$ cat src/rtl/rvv_pipe_pkg.sv
// Shared definitions for elastic pipeline stages.
// The occupancy encoding is common to every stage that reuses this package.
package rvv_pipe_pkg;

    typedef enum logic [1:0] {
        EMPTY = 2'd0,
        ONE   = 2'd1,
        FULL  = 2'd2
    } pipe_state_e;

endpackage : rvv_pipe_pkg

$ cat src/rtl/pipe_skid_buf.sv
// Two-entry skid buffer: a head register that drives out_data directly, plus a
// skid register that absorbs one extra beat, so both handshakes decode from state alone.
module pipe_skid_buf
    import rvv_pipe_pkg::*;
#(
    parameter int                WIDTH = 1,
    parameter logic [WIDTH-1:0]  INIT  = '0
) (
    input  logic             clk,
    input  logic             rst,
    input  logic             flush,
    input  logic             in_valid,
    output logic             in_ready,
    input  logic [WIDTH-1:0] in_data,
    output logic             out_valid,
    input  logic             out_ready,
    output logic [WIDTH-1:0] out_data
);

    pipe_state_e      r_state;
    logic [WIDTH-1:0] r_main;
    logic [WIDTH-1:0] r_skid;

    pipe_state_e      w_state_fsm;
    pipe_state_e      w_state_nxt;
    logic             w_push;
    logic             w_pop;
    logic             w_load_main;
    logic             w_load_skid;
    logic             w_main_from_skid;
    logic [WIDTH-1:0] w_main_nxt;

    assign in_ready  = (r_state != FULL);
    assign out_valid = (r_state != EMPTY);
    assign out_data  = r_main;

    assign w_push = in_valid & in_ready & ~flush;
    assign w_pop  = out_valid & out_ready;

    // Occupancy transitions and data-register load enables
    always_comb begin
        w_state_fsm      = r_state;
        w_load_main      = 1'b0;
        w_load_skid      = 1'b0;
        w_main_from_skid = 1'b0;
        case (r_state)
            EMPTY: begin
                if (w_push) begin
                    w_state_fsm = ONE;
                    w_load_main = 1'b1;
                end else begin
                    w_state_fsm = EMPTY;
                end
            end
            ONE: begin
                if (w_push && !w_pop) begin
                    w_state_fsm = FULL;
                    w_load_skid = 1'b1;
                end else if (w_push && w_pop) begin
                    w_state_fsm = ONE;
                    w_load_main = 1'b1;
                end else if (w_pop) begin
                    w_state_fsm = EMPTY;
                end else begin
                    w_state_fsm = ONE;
                end
            end
            FULL: begin
                // in_ready is low here, so only a pop can move the state
                if (w_pop) begin
                    w_state_fsm      = ONE;
                    w_load_main      = 1'b1;
                    w_main_from_skid = 1'b1;
                end else begin
                    w_state_fsm = FULL;
                end
            end
            default: begin
                w_state_fsm = EMPTY;
            end
        endcase
    end

    assign w_state_nxt = flush ? EMPTY : w_state_fsm;
    assign w_main_nxt  = w_main_from_skid ? r_skid : in_data;

    // State register
    always_ff @(posedge clk or posedge rst) begin
        if (rst) begin
            r_state <= EMPTY;
        end else begin
            r_state <= w_state_nxt;
        end
    end

    // Head register, loaded only when a new head is selected
    always_ff @(posedge clk or posedge rst) begin
        if (rst) begin
            r_main <= INIT;
        end else if (w_load_main) begin
            r_main <= w_main_nxt;
        end
    end

    // Skid register, loaded only when a beat arrives while the head is stalled
    always_ff @(posedge clk or posedge rst) begin
        if (rst) begin
            r_skid <= INIT;
        end else if (w_load_skid) begin
            r_skid <= in_data;
        end
    end

endmodule : pipe_skid_buf

$ cat config.mk
export PLATFORM = sky130hd
export DESIGN_NAME = pipe_skid_buf
export DESIGN_NICKNAME = d
export VERILOG_FILES = /design/src/rtl/rvv_pipe_pkg.sv /design/src/rtl/pipe_skid_buf.sv
export SDC_FILE = /design/constraint.sdc
export NUM_CORES = 1
export LEC_CHECK = 0
export BUFFER_PORTS_ARGS = -buffer_cell sky130_fd_sc_hd__buf_2
export CELL_PAD_IN_SITES_DETAIL_PLACEMENT = 0
export CELL_PAD_IN_SITES_GLOBAL_PLACEMENT = 1
export CORE_AREA = 2 2 39 41
export CTS_CLUSTER_DIAMETER = 200
export DETAILED_ROUTE_END_ITERATION = 10
export DIE_AREA = 0 0 41 43
export PLACE_DENSITY_LB_ADDON = 0.08
export SLEW_MARGIN = 20
export SYNTH_ARGS = -nofsm -noshare
export SYNTH_HDL_FRONTEND = slang
export SYNTH_SLANG_ARGS = --single-unit
$ cat constraint.sdc
create_clock -name clk -period 4.01 [get_ports clk]
set_input_delay 0.401 -clock clk [delete_from_list [all_inputs] [get_ports clk]]
set_output_delay 0.401 -clock clk [all_outputs]
set_load 0.1 [all_outputs]
==> results.yml <==
worst_setup_path:
  cp_max_fo: 7
  critPathLaunchType: "flop"
  slowest_delay_ps: 430
  cp_slowest_cell: "dfrtp_1"
  cp.arrival_ps: 1350
  path_cells: "nor2b_1 -> inv_1 -> buf_2"
  critPathKind: "flop to output pin"
  cp-end-kind: "output pin"
  cp.required_ps: 3610
grt:
  track_usage: 0.0885
  gr-total-overflow: 0
  grt_max_degree: 8
  antenna_found_initial: 0
  grt_pass1_wl_um: 972
  grt_pass1_vias: 241
status:
  status: "complete, no violations"
cells_and_area:
  layout-drive-gt1-share: 0.395
  seq_area_um2: 100
  final_area_um2: 354
  final_cell_mix: "buf_2 (8), nand3b_1 (4), dfrtp_1 (4)"
  area_growth_syn_to_layout_pct: 30.4
  final_common_cell: "buf_2"
  final.fill_count: 153
  diodes: 0
  nets: 48
  multi_input_area_um2: 160
  layoutNonFillerInstCount: 54
sta:
  worstMarginPinSlew_ps: 484
  setup_slack_ps: 2260
  setup_viol: 0
  rsz0062_at_grt: "false"
  holdWs_ps: 39.3
  slew_violations: 0
  finalSetupTns_ps: 0
  finalClockSkew_ps: 1.76
  max-slew-margin-rel: 0.680
  hold_viol_final: 0
  period_needed_ps: 1750
  fmax_mhz: 572
  fin_crit_sh: 0.436
floorplan:
  core_um2: 1380
  die_w_um: 41
  fp.dieH_um: 43
  num_io_pins: 9
  die_area_um2: 1760
  start_util: 0.196
  num_rows: 14
synthesis:
  syn_area_um2: 272
  yosys.cell_types.count: 18
  syn_inst: 27
  syn_nets: 35
  ys_ff_latch: 4
  syn_avg_cell_area_um2: 10.1
  yosysSeqAreaShare: 0.369
  ys_warn_count: 0
drt:
  vias: 238
  routedWlPerCell_um: 10.6
  firstDrtPassIters: 2
  drtIter0Drc: 1
  wl_um: 573
  drc: 0
  final_antenna_net_count: 0
  vias_per_cell: 4.41
placement:
  placed_cells: 51
  place_area_um2: 332
  place_congestion: 0.646
  dp_worst_setup_slack_ps: 2390
  port_buffers: 8
  dp.final_hpwl_um: 476
clocking:
  cts_hold_buf: 0
  cts.path.max_buffers: 2
  path_clk_slew_ps: 40
  numCtsBuffers: 3
  post_cts_buffers: 0
  htreeDepth: 1
  cts_tree: "done"
  cts_sinks: 4
  cts_root_buffer: "clkbuf_4"
  insertion_delay_ps: 230
  ctsResizeCount: 0
pwr:
  leakage_nw: 0.175
  peakVddDrop_uv: 249
  p_per_area_nw_per_um2: 430
flow_run:
  drv_cap: 0
worst_hold_path:
  hp-class: "input pin to asynchronous set/reset pin"
## per-layer routing
metal | GRT usage | share of wire
met5 | 0 | 0
met4 | 0.0600 | 0.023
met3 | 0.0785 | 0.087
met2 | 0.109 | 0.45
met1 | 0.0939 | 0.43
## critical path: cells and delay by family (launching register included)
family / cells / cell delay, ps
buffers and inverters: 2 / 500
flip-flops: 1 / 430
AND/OR/NAND/NOR: 1 / 190
## synthesized netlist by cell type (all sizes together)
library cell  count  share of area
nand2             1          0.014
or4b              1          0.051
and2b             1          0.028
nor2              1          0.014
or2               1          0.023
mux2              1          0.041
nand3             1          0.018
mux2i             1          0.037
nand3b            4           0.11
dfrtp             4           0.37
a21boi            1          0.041
nor2b             1          0.023
o21ai             1          0.018
o21a              1          0.028
ha                2          0.092
inv               3          0.041
nor3b             1          0.028
nand4             1          0.023
## kinds of logic (layout without fill, tap and decap cells)
group	Yosys count	count (layout)	synth area share
mux	2	2	0.0783
simple gates	13	13	0.332
flops	4	4	0.369
compound gates	3	3	0.0875
buf+inv	3	14	0.0415
fa+ha+maj	2	2	0.0922
## registers in the layout (all words and copies together), names as in the netlist
name      count
out_data      1
r_skid        1
r_state       2
## stage by stage
step | util | power (mW)
after floorplan | - | 0.0933
after global placement | 0.240 | 0.105
after detailed placement | 0.240 | 0.105
after CTS | 0.256 | 0.156
after global routing | 0.256 | 0.163
final | 0.256 | 0.152
## final cells by class
cell class,count,share of cell area
sequential,4,0.283
clock buffer,3,0.0636
multi-input combinational,20,0.452
tap,16,0.0565
inverter,3,0.0318
timing repair buffer,8,0.113
## where the power goes
group	leakage [nW]	internal (mW)	total, mW	switching [mW]
clock	0.0138	0.0334	0.0494	0.0160
sequential	0.0511	0.0474	0.0523	0.00487
combinational	0.110	0.0141	0.0507	0.0366
total	0.175	0.0949	0.152	0.0575
## final timing paths
kind                                 startpoint  depth (start not counted)  slack [ps]                    to
hold reg to reg              r_skid$_DFFE_PP0P_                          1         510    r_skid$_DFFE_PP0P_
min in group clk                          flush                          2         370  r_state[0]$_DFF_PP0_
setup / recovery           r_state[1]$_DFF_PP0_                          3        2260              in_ready
hold / removal                              rst                          2          40  out_data$_DFFE_PP0P_
setup reg to reg           r_state[1]$_DFF_PP0_                          5        2390    r_skid$_DFFE_PP0P_
max in group asynchronous                   rst                          2        3820  r_state[1]$_DFF_PP0_
Note: power is estimated with default switching activity, not from simulation.
